### src/rtl/ps2_pkg.sv
// ps2_pkg: shared PS/2 receiver state type and scan-code constants
package ps2_pkg;
  typedef enum logic [1:0] {IDLE, DATA, PARITY, STOP} ps2_state_t;
  localparam logic [7:0] PS2_BREAK = 8'hF0;
  localparam logic [7:0] PS2_EXT = 8'hE0;
endpackage

### src/rtl/ps2_fifo.sv
// ps2_fifo: first-word fall-through scan-code FIFO; a push while full is dropped unless popped together
module ps2_fifo #(
  parameter int DEPTH = 8
) (
  input  logic       clk,
  input  logic       clr_n,
  input  logic       i_push,
  input  logic [7:0] i_data,
  input  logic       i_pop,
  output logic [7:0] o_data,
  output logic       o_valid,
  output logic       o_drop
);
  localparam int AW = $clog2(DEPTH);
  logic [7:0] r_mem [DEPTH];
  logic [AW-1:0] r_wptr, r_rptr;
  logic [AW:0] r_cnt;
  logic w_full, w_pop, w_push;
  assign w_full = r_cnt == (AW+1)'(DEPTH);
  assign o_valid = r_cnt != '0;
  assign w_pop = i_pop && o_valid;
  assign w_push = i_push && (!w_full || w_pop);
  assign o_drop = i_push && w_full && !w_pop;
  assign o_data = o_valid ? r_mem[r_rptr] : 8'h00;
  always_ff @(posedge clk or negedge clr_n)
    if (!clr_n) begin
      r_wptr <= '0;
      r_rptr <= '0;
      r_cnt <= '0;
    end else begin
      if (w_push) r_wptr <= r_wptr + 1'b1;
      if (w_pop) r_rptr <= r_rptr + 1'b1;
      r_cnt <= r_cnt + (AW+1)'(w_push) - (AW+1)'(w_pop);
    end
  always_ff @(posedge clk)
    if (w_push) r_mem[r_wptr] <= i_data;
endmodule

### src/rtl/ps2_kbd_rx.sv
// ps2_kbd_rx: PS/2 keyboard receiver into a scan-code FIFO; PS2_BREAK_FILTER_EN drops F0 and the byte after it
module ps2_kbd_rx import ps2_pkg::*; #(
  parameter int FIFO_DEPTH  = 8,
  parameter int FILTER_LEN  = 4,
  parameter int TIMEOUT_CYC = 50000
) (
  input  logic       clk,
  input  logic       clr_n,
  input  logic       ps2_clk,
  input  logic       ps2_data,
  input  logic       rd_en,
  input  logic       err_clr,
  output logic [7:0] rd_data,
  output logic       rd_valid,
  output logic       overflow,
  output logic       frame_err
);
  localparam int FW = $clog2(FILTER_LEN + 1);
  localparam int TW = $clog2(TIMEOUT_CYC);
  logic [1:0] r_clk_s, r_dat_s;
  logic r_fclk;
  logic [FW-1:0] r_fcnt;
  logic w_diff, w_flip, w_fall;
  ps2_state_t r_state, w_state;
  logic [2:0] r_bcnt, w_bcnt;
  logic [7:0] r_sr, w_sr;
  logic r_par, w_par;
  logic [TW-1:0] r_tcnt, w_tcnt;
  logic w_good, w_bad, w_tout, w_keep, w_drop;
  logic r_push;
  logic [7:0] r_pdata;
  assign w_diff = r_clk_s[1] != r_fclk;
  assign w_flip = w_diff && r_fcnt == FW'(FILTER_LEN - 1);
  assign w_fall = w_flip && r_fclk;
  always_comb begin
    w_state = r_state;
    w_bcnt = r_bcnt;
    w_sr = r_sr;
    w_par = r_par;
    w_good = 1'b0;
    w_bad = 1'b0;
    w_tout = r_state != IDLE && r_tcnt == TW'(TIMEOUT_CYC - 1);
    w_tcnt = (r_state == IDLE || w_fall || w_tout) ? '0 : r_tcnt + 1'b1;
    if (w_tout) begin
      w_state = IDLE;
      w_bad = 1'b1;
    end else if (w_fall)
      case (r_state)
        IDLE: if (!r_dat_s[1]) begin
          w_state = DATA;
          w_bcnt = '0;
        end
        DATA: begin
          w_sr = {r_dat_s[1], r_sr[7:1]};
          w_bcnt = r_bcnt + 1'b1;
          w_state = r_bcnt == 3'd7 ? PARITY : DATA;
        end
        PARITY: begin
          w_par = r_dat_s[1];
          w_state = STOP;
        end
        default: begin
          w_state = IDLE;
          w_good = (^{r_sr, r_par}) && r_dat_s[1];
          w_bad = !w_good;
        end
      endcase
  end
`ifdef PS2_BREAK_FILTER_EN
  logic r_skip;
  assign w_keep = w_good && !r_skip && r_sr != PS2_BREAK;
  // a break arms the skip so the released key's code is swallowed too
  always_ff @(posedge clk or negedge clr_n)
    if (!clr_n) r_skip <= 1'b0;
    else if (w_bad) r_skip <= 1'b0;
    else if (w_good) r_skip <= !r_skip && r_sr == PS2_BREAK;
`else
  assign w_keep = w_good;
`endif
  always_ff @(posedge clk or negedge clr_n)
    if (!clr_n) begin
      r_clk_s <= '1;
      r_dat_s <= '1;
      r_fclk <= 1'b1;
      r_fcnt <= '0;
      r_state <= IDLE;
      r_bcnt <= '0;
      r_sr <= '0;
      r_par <= 1'b0;
      r_tcnt <= '0;
      r_push <= 1'b0;
      r_pdata <= '0;
      overflow <= 1'b0;
      frame_err <= 1'b0;
    end else begin
      r_clk_s <= {r_clk_s[0], ps2_clk};
      r_dat_s <= {r_dat_s[0], ps2_data};
      r_fcnt <= (w_diff && !w_flip) ? r_fcnt + 1'b1 : '0;
      if (w_flip) r_fclk <= r_clk_s[1];
      r_state <= w_state;
      r_bcnt <= w_bcnt;
      r_sr <= w_sr;
      r_par <= w_par;
      r_tcnt <= w_tcnt;
      r_push <= w_keep;
      r_pdata <= r_sr;
      overflow <= w_drop | (overflow & ~err_clr);
      frame_err <= w_bad | (frame_err & ~err_clr);
    end
  ps2_fifo #(.DEPTH(FIFO_DEPTH)) u_fifo (
    .clk(clk),
    .clr_n(clr_n),
    .i_push(r_push),
    .i_data(r_pdata),
    .i_pop(rd_en),
    .o_data(rd_data),
    .o_valid(rd_valid),
    .o_drop(w_drop)
  );
endmodule

### config.mk
export PLATFORM = sky130hd
export DESIGN_NAME = ps2_kbd_rx
export DESIGN_NICKNAME = d
export VERILOG_FILES = /design/src/rtl/ps2_pkg.sv /design/src/rtl/ps2_fifo.sv /design/src/rtl/ps2_kbd_rx.sv
export SDC_FILE = /design/constraint.sdc
export NUM_CORES = 1
export LEC_CHECK = 0
export CAP_MARGIN = 20
export CORE_AREA = 2 2 124 126
export DETAILED_ROUTE_END_ITERATION = 10
export DIE_AREA = 0 0 126 128
export PLACE_DENSITY_LB_ADDON = 0.05
export SYNTH_ARGS = -nofsm -noshare
export SYNTH_HDL_FRONTEND = slang
export SYNTH_SLANG_ARGS = --single-unit
### constraint.sdc
create_clock -name clk -period 2.9 [get_ports clk]
set_input_delay 0.29 -clock clk [delete_from_list [all_inputs] [get_ports clk]]
set_output_delay 0.29 -clock clk [all_outputs]
set_load 0.02 [all_outputs]
==> Word level (Yosys, flattened, before mapping) <==
Memories as Yosys holds them, arrays and structs flattened.
Index checks and enable logic that the tools add are counted.
W data, S select, Z words.
{ "totals": {"inputBits": 6, "regBits": 59, "memories": 1, "output_inout_bits": 11, "elab_cells": 84, "ram_bits": 64} }
{ "classes": {"add_sub_neg": 7, "n_reduce_logical": 27, "eq_ne": 9, "bitwise": 6, "muxes": 18} }
{ "memory_table": {"columns": ["memory", "depth", "width", "rd", "rd_clocked_by_memory_dff", "wr", "line", "rtl"], "rows": [
  ["u_fifo.r_mem", 8, 8, 1, 0, 1, "ps2_fifo.sv:15", "logic [7:0] r_mem [DEPTH];"]
]} }
{ "ops": {"columns": ["operator", "count"], "rows": [
  ["$add A16 B1 Y16 const B", 1],
  ["$eq A16 B16 Y1 const B", 1],
  ["$mux W16", 1],
  ["$add A3 B1 Y3 const B", 4],
  ["$logic_and A1 B1 Y1", 9],
  ["$reduce_xor A9 Y1", 1],
  ["$mux W1", 8],
  ["$mux W2", 4],
  ["$mux W8", 1],
  ["$mux W3", 2],
  ["$pmux W2 S3", 1],
  ["$pmux W3 S2", 1],
  ["$reduce_and A3 Y1", 2],
  ["$reduce_bool A2 Y1", 3],
  ["$add A4 B1 Y4", 1],
  ["$eq A4 B4 Y1 const B", 1],
  ["$logic_not A1 Y1", 4],
  ["$reduce_and A4 Y1", 1],
  ["$reduce_bool A4 Y1", 1],
  ["$sub A4 B1 Y4", 1],
  ["$eq A3 B2 Y1 const B", 1],
  ["$eq A3 B3 Y1 const B", 1],
  ["$logic_or A1 B1 Y1", 3],
  ["$ne A3 B3 Y1 const B", 1],
  ["10 further kinds", 13]
]} }

==> Depth between registers and ports, before layout <==
{ "depth": {"ltp_word": 7, "depth_mapped": 11, "depth_no_buf": 10} }

==> By module <==
From an unflattened synthesis, not the netlist that was laid out.
{ "hier_totals": {"cells_unflattened": 359, "hier_area_um2": 5232.5} }
{ "modules_own_cells": {"columns": ["mod", "seq_area_each_um2", "cells_per_inst", "n_inst", "area_each_um2"], "rows": [
  ["ps2_fifo", 2172.1, 192, 1, 3118.0],
  ["ps2_kbd_rx", 1232.4, 167, 1, 2114.5]
]} }

==> Worst setup path after synthesis <==
OpenSTA, ideal clock, no wires.
{ "synth_timing": {"path_kind": "reg2reg", "startpoint": "register u_fifo.r_cnt[2]", "endpoint": "memory u_fifo.r_mem[1][0] (enable)", "n_path_buf": 0, "arrival_ns": 1.854, "t_required_ns": 2.517, "period_less_slack_ns": 2.237, "path_stages_with_launch": 7, "setup_slack_ns": 0.663, "path_cell_list": "dfrtp_1 > inv_1 > ha_1 > nand2b_1 > a31oi_1 > nand2_1 > nor3_1"} }
{ "synth_between": {"elab_chain_cells": 6, "word_cells_on_any_way": 8} }
{ "synth_rtl": {"columns": ["item", "line", "rtl"], "rows": [
  ["start, declared", "ps2_fifo.sv:17", "logic [AW:0] r_cnt;"],
  ["start signal, assigned", "ps2_fifo.sv:33", "r_cnt <= r_cnt + (AW+1)'(w_push) - (AW+1)'(w_pop);"],
  ["$eq A4 B4 Y1 / $reduce_bool A4 Y1 (equally long branches)", "ps2_fifo.sv:19, ps2_fifo.sv:20", null],
  ["$logic_not A1 Y1 / $logic_and A1 B1 Y1 (equally long branches)", "ps2_fifo.sv:22, ps2_fifo.sv:21", null],
  ["$logic_or A1 B1 Y1 *", "ps2_fifo.sv:22", "assign w_push = i_push && (!w_full || w_pop);"],
  ["$logic_and A1 B1 Y1 *", "ps2_fifo.sv:22", null],
  ["via u_fifo.w_push", "ps2_fifo.sv:18", "logic w_full, w_pop, w_push;"],
  ["$mux W1 *", "ps2_fifo.sv:36", "if (w_push) r_mem[r_wptr] <= i_data;"],
  ["$mux W1 (not written as such) *", "ps2_fifo.sv:36", null],
  ["end, declared", "ps2_fifo.sv:15", null]
]} }
Mark *: on every way through the listed nets, which the timed path passes. The rest lies on a longest branch.

==> Final worst setup path <==
{ "layout_timing": {"startpoint": "register u_fifo.r_rptr[0]", "endpoint": "output rd_data[3]"} }
{ "layout_between": {"elab_chain_cells": 2} }
{ "layout_rtl": {"columns": ["item", "line", "rtl"], "rows": [
  ["start, declared", "ps2_fifo.sv:16", "logic [AW-1:0] r_wptr, r_rptr;"],
  ["start signal, assigned", "ps2_fifo.sv:32", "if (w_pop) r_rptr <= r_rptr + 1'b1;"],
  ["$mem_v2 Z8 W8", null, null],
  ["$mux W8", "ps2_fifo.sv:24", "assign o_data = o_valid ? r_mem[r_rptr] : 8'h00;"],
  ["end, declared", "ps2_kbd_rx.sv:13", "output logic [7:0] rd_data,"]
]} }
No other way between the ends.

==> run_summary.xml <==
<?xml version="1.0" encoding="UTF-8"?>
<metrics>
  <group name="timing">
    <metric name="tightestPinTransition" unit="ns">0.769</metric>
    <metric name="final_min_period_over_clock_period" unit="%">90.7</metric>
    <metric name="final_critical_path_time_including_i_o_delays_and_setup" unit="ns">2.63</metric>
    <metric name="maxSlewHeadroom" unit="%">48.7</metric>
    <metric name="setup-violations-final" unit="">0</metric>
    <metric name="max_freq" unit="MHz">380</metric>
    <metric name="fin_worst_skew" unit="ns">0.00544</metric>
    <metric name="grt_setup_unrepaired" unit="">false</metric>
    <metric name="total_count_of_hold_check_failures_in_the_final_report" unit="">0</metric>
    <metric name="max_slew_violations" unit="">0</metric>
    <metric name="timing.setup.tns" unit="ns">0</metric>
  </group>
  <group name="clock_network">
    <metric name="clk_root_buffer_cell" unit="">sky130_fd_sc_hd__clkbuf_16</metric>
    <metric name="cts_buffers" unit="">17</metric>
    <metric name="clkTransAtPathRegs" unit="ns">0.05</metric>
    <metric name="clock_latency" unit="ns">0.41</metric>
    <metric name="cts_tree" unit="">built</metric>
    <metric name="post_cts_hold_buffer_count" unit="">0</metric>
    <metric name="post_cts.repair.setup_buffers" unit="">0</metric>
    <metric name="cts_htree_levels" unit="">4</metric>
    <metric name="clock_tree.buffer_depth" unit="">2</metric>
    <metric name="tritoncts_num_sinks" unit="">123</metric>
  </group>
  <group name="layout">
    <metric name="final_stage_net_count" unit="">387</metric>
    <metric name="layout.core_utilization" unit="%">41.4</metric>
    <metric name="fill_cells" unit="">1405</metric>
    <metric name="area_delta_synth_final" unit="%">21.4</metric>
    <metric name="layout.cells.most_common" unit="">sky130_fd_sc_hd__edfxtp_1</metric>
    <metric name="fraction_of_layout_cells_with_a_size_suffix_above_1" unit="%">22.3</metric>
    <metric name="final_cell_mix" unit="">64 x sky130_fd_sc_hd__edfxtp_1, 53 x sky130_fd_sc_hd__dfrtp_1, 45 x sky130_fd_sc_hd__nor2_1</metric>
    <metric name="ant_diodes" unit="">0</metric>
  </group>
  <group name="routing">
    <metric name="route.final.wire_length" unit="mm">9.21</metric>
    <metric name="route.vias.total" unit="">2672</metric>
    <metric name="avgRoutedWirePerCell" unit="um">16.2</metric>
    <metric name="detail_route.vias_per_cell" unit="">4.70</metric>
    <metric name="drt_iter0_markers" unit="">186</metric>
    <metric name="detail_route.first_pass.iterations" unit="">4</metric>
    <metric name="ant_nets" unit="">0</metric>
    <metric name="drc" unit="">0</metric>
  </group>
  <group name="synthesis">
    <metric name="postSynth.topFlopCell" unit="">sky130_fd_sc_hd__edfxtp_1</metric>
    <metric name="async_reset_ff_share" unit="%">48.0</metric>
    <metric name="post_synth_inst_count" unit="">329</metric>
    <metric name="synth_area" unit="um2">5070</metric>
    <metric name="synth_fp_nets" unit="">348</metric>
    <metric name="synth.yosys.warnings" unit="">0</metric>
    <metric name="synth_sequential_area_ratio" unit="%">67.1</metric>
    <metric name="synth_top_area_share" unit="%">37.9</metric>
    <metric name="synth-seq-cells" unit="">123</metric>
    <metric name="synth.area.top_cells" unit="">sky130_fd_sc_hd__edfxtp_1 38%, sky130_fd_sc_hd__dfrtp_1 27%, sky130_fd_sc_hd__mux4_2 7.1%, sky130_fd_sc_hd__nor2_1 3.3%, sky130_fd_sc_hd__ha_1 3.0%</metric>
    <metric name="edff_count_synth" unit="">64</metric>
    <metric name="yosys.cell_types.count" unit="">44</metric>
    <metric name="syn-mean-instance-area" unit="um2">15.4</metric>
    <metric name="synthDominantAreaCellType" unit="">sky130_fd_sc_hd__edfxtp_1</metric>
  </group>
  <group name="worst_setup_path">
    <metric name="startpoint_type" unit="">flip-flop</metric>
    <metric name="cp_data_arrival_time" unit="ns">2.34</metric>
    <metric name="setup.reg_to_reg.worst_slack" unit="ns">0.71</metric>
    <metric name="critPathKind" unit="">reg2out</metric>
    <metric name="cp_max_fo" unit="">16</metric>
    <metric name="worstSetupEndpointType" unit="">primary output</metric>
    <metric name="timing.critical_path.required" unit="ns">2.61</metric>
  </group>
  <group name="power">
    <metric name="powerDensity" unit="nW/um2">889</metric>
    <metric name="max-vdd-ir-drop" unit="mV">0.352</metric>
    <metric name="total_leakage_power" unit="uW">0.00241</metric>
  </group>
  <group name="placement">
    <metric name="port_buffers" unit="">16</metric>
    <metric name="replace_congestion" unit="">0.751</metric>
    <metric name="hpwlAfterDp" unit="mm">5.91</metric>
  </group>
  <group name="die">
    <metric name="floorplan.core_area" unit="um2">14900</metric>
    <metric name="die_h" unit="um">128</metric>
    <metric name="initial_utilization" unit="%">34.1</metric>
    <metric name="rows" unit="">45</metric>
    <metric name="io-pin-count" unit="">17</metric>
    <metric name="die-area" unit="um2">16100</metric>
    <metric name="floorplan.die.width" unit="um">126</metric>
  </group>
  <group name="run">
    <metric name="maxCapViolCount" unit="">0</metric>
  </group>
  <group name="worst_hold_path">
    <metric name="hold_path.class" unit="">in2async</metric>
  </group>
  <group name="global_routing">
    <metric name="grt_pass1_vias" unit="">2802</metric>
    <metric name="global_route.usage.total" unit="%">12.9</metric>
    <metric name="overflow" unit="">0</metric>
    <metric name="grt_antenna_before_repair" unit="">0</metric>
    <metric name="pin_count_of_the_biggest_net_entering_global_routing" unit="">60</metric>
    <metric name="grt_pass1_wl" unit="mm">15.3</metric>
  </group>
  <group name="status">
    <metric name="outcome" unit="">finished, final reports clean</metric>
  </group>
</metrics>
## layout make-up
| cell class | count | area (um2) | share of cell area (%) |
|---|---|---|---|
| Clock inverter | 14 | 196 | 3.19 |
| Tap cell | 188 | 235 | 3.82 |
| Inverter | 13 | 48.8 | 0.792 |
| Sequential cell | 123 | 3410 | 55.3 |
| Multi-Input combinational cell | 184 | 1570 | 25.5 |
| Timing Repair Buffer | 29 | 265 | 4.31 |
| Clock buffer | 18 | 439 | 7.13 |
## worst paths after layout
| check | cells after the start | startpoint | endpoint |
|---|---|---|---|
| worst min-delay path | 2 | clr_n | r_tcnt[2] |
| worst max-delay path | 5 | u_fifo.r_rptr[0] | rd_data[3] |
| worst min register to register | 0 | r_dat_s[0] | r_dat_s[1] |
| min in group clk | 1 | ps2_clk | r_clk_s[0] |
| max in group asynchronous | 2 | clr_n | u_fifo.r_rptr[1] |
| worst max register to register | 10 | u_fifo.r_cnt[2] | u_fifo.r_cnt[2] |
## flip-flops by register name, summed over array words and instances (netlist names)
| register | flops |
|---|---|
| u_fifo.r_mem | 64 |
| r_tcnt | 16 |
| r_pdata | 8 |
| r_sr | 8 |
| u_fifo.r_cnt | 4 |
| r_bcnt | 3 |
| r_fcnt | 3 |
| u_fifo.r_rptr | 3 |
| u_fifo.r_wptr | 3 |
| r_clk_s | 2 |
| r_dat_s | 2 |
| r_state | 2 |
| frame_err | 1 |
| overflow | 1 |
| r_fclk | 1 |
| r_par | 1 |
| r_push | 1 |
## worst max-delay path, stage by stage (launching register included)
cell and delay (ns):
sky130_fd_sc_hd__dfrtp_1 0.42, sky130_fd_sc_hd__buf_12 0.21, sky130_fd_sc_hd__mux4_2 0.52, sky130_fd_sc_hd__mux2i_1 0.17
sky130_fd_sc_hd__nor2_1 0.07, sky130_fd_sc_hd__clkdlybuf4s50_1 0.54
## stage by stage
stage	worst slack [ns]	power [uW]	std cells	instance area, um2	hold slack, ns
2_1_floorplan	0.663	2930	329	5070	-0.00559
3_3_place_gp	0.497	3310	537	5520	0.346
3_5_place_dp	0.476	3330	537	5520	0.347
4_1_cts	0.0311	5580	569	6160	0.0639
5_1_grt	0.153	5780	569	6160	0.102
6_report	0.269	5480	569	6160	0.0273
## cells by family (layout without fill, tap and decap cells)
| kind of cell | count (synthesis) | in the layout | synth area share [%] |
|---|---|---|---|
| mux | 37 | 37 | 11.6 |
| compound gates | 12 | 12 | 1.53 |
| simple gates | 94 | 94 | 9.37 |
| flops | 123 | 123 | 67.1 |
| xor+xnor | 28 | 28 | 5.10 |
| buf+inv | 22 | 74 | 1.97 |
| fa+ha+maj | 13 | 13 | 3.35 |
## per-layer routing
layer	routed length [um]	track usage, %	up-vias
met5	0	0	-
met4	203	6.98	0
met3	237	3.51	16
met2	4460	20.2	36
met1	4310	16.3	1348
li1	-	-	1272
## synth_stat cells (2+ instances only)
master,n
sky130_fd_sc_hd__edfxtp_1,64
sky130_fd_sc_hd__dfrtp_1,54
sky130_fd_sc_hd__clkbuf_1,2
sky130_fd_sc_hd__nor3_1,4
sky130_fd_sc_hd__and4_1,2
sky130_fd_sc_hd__xor2_1,10
sky130_fd_sc_hd__ha_1,12
sky130_fd_sc_hd__nor2_1,45
sky130_fd_sc_hd__buf_4,2
sky130_fd_sc_hd__mux2i_1,8
sky130_fd_sc_hd__dfstp_2,5
sky130_fd_sc_hd__inv_1,13
sky130_fd_sc_hd__o21ai_0,3
sky130_fd_sc_hd__a22o_1,2
sky130_fd_sc_hd__buf_2,2
sky130_fd_sc_hd__mux2_2,13
sky130_fd_sc_hd__mux4_2,16
sky130_fd_sc_hd__nand2b_1,5
sky130_fd_sc_hd__buf_1,2
sky130_fd_sc_hd__nand2_1,11
sky130_fd_sc_hd__xnor2_1,17
sky130_fd_sc_hd__nor4_1,2
sky130_fd_sc_hd__nand3_1,9
sky130_fd_sc_hd__nand4_1,4
sky130_fd_sc_hd__a21oi_1,3
## power breakdown
group,internal (uW),switching (uW)
sequential,1940,170
clock,1460,763
combinational,627,514
## what timing repair did
| action | in CTS | in global routing |
|---|---|---|
| endpoints found under the hold margin | 0 | 0 |
| gates resized for setup | 0 | 1 |
| setup endpoints to repair | 0 | 4 |
(Power assumes the default switching activity.)
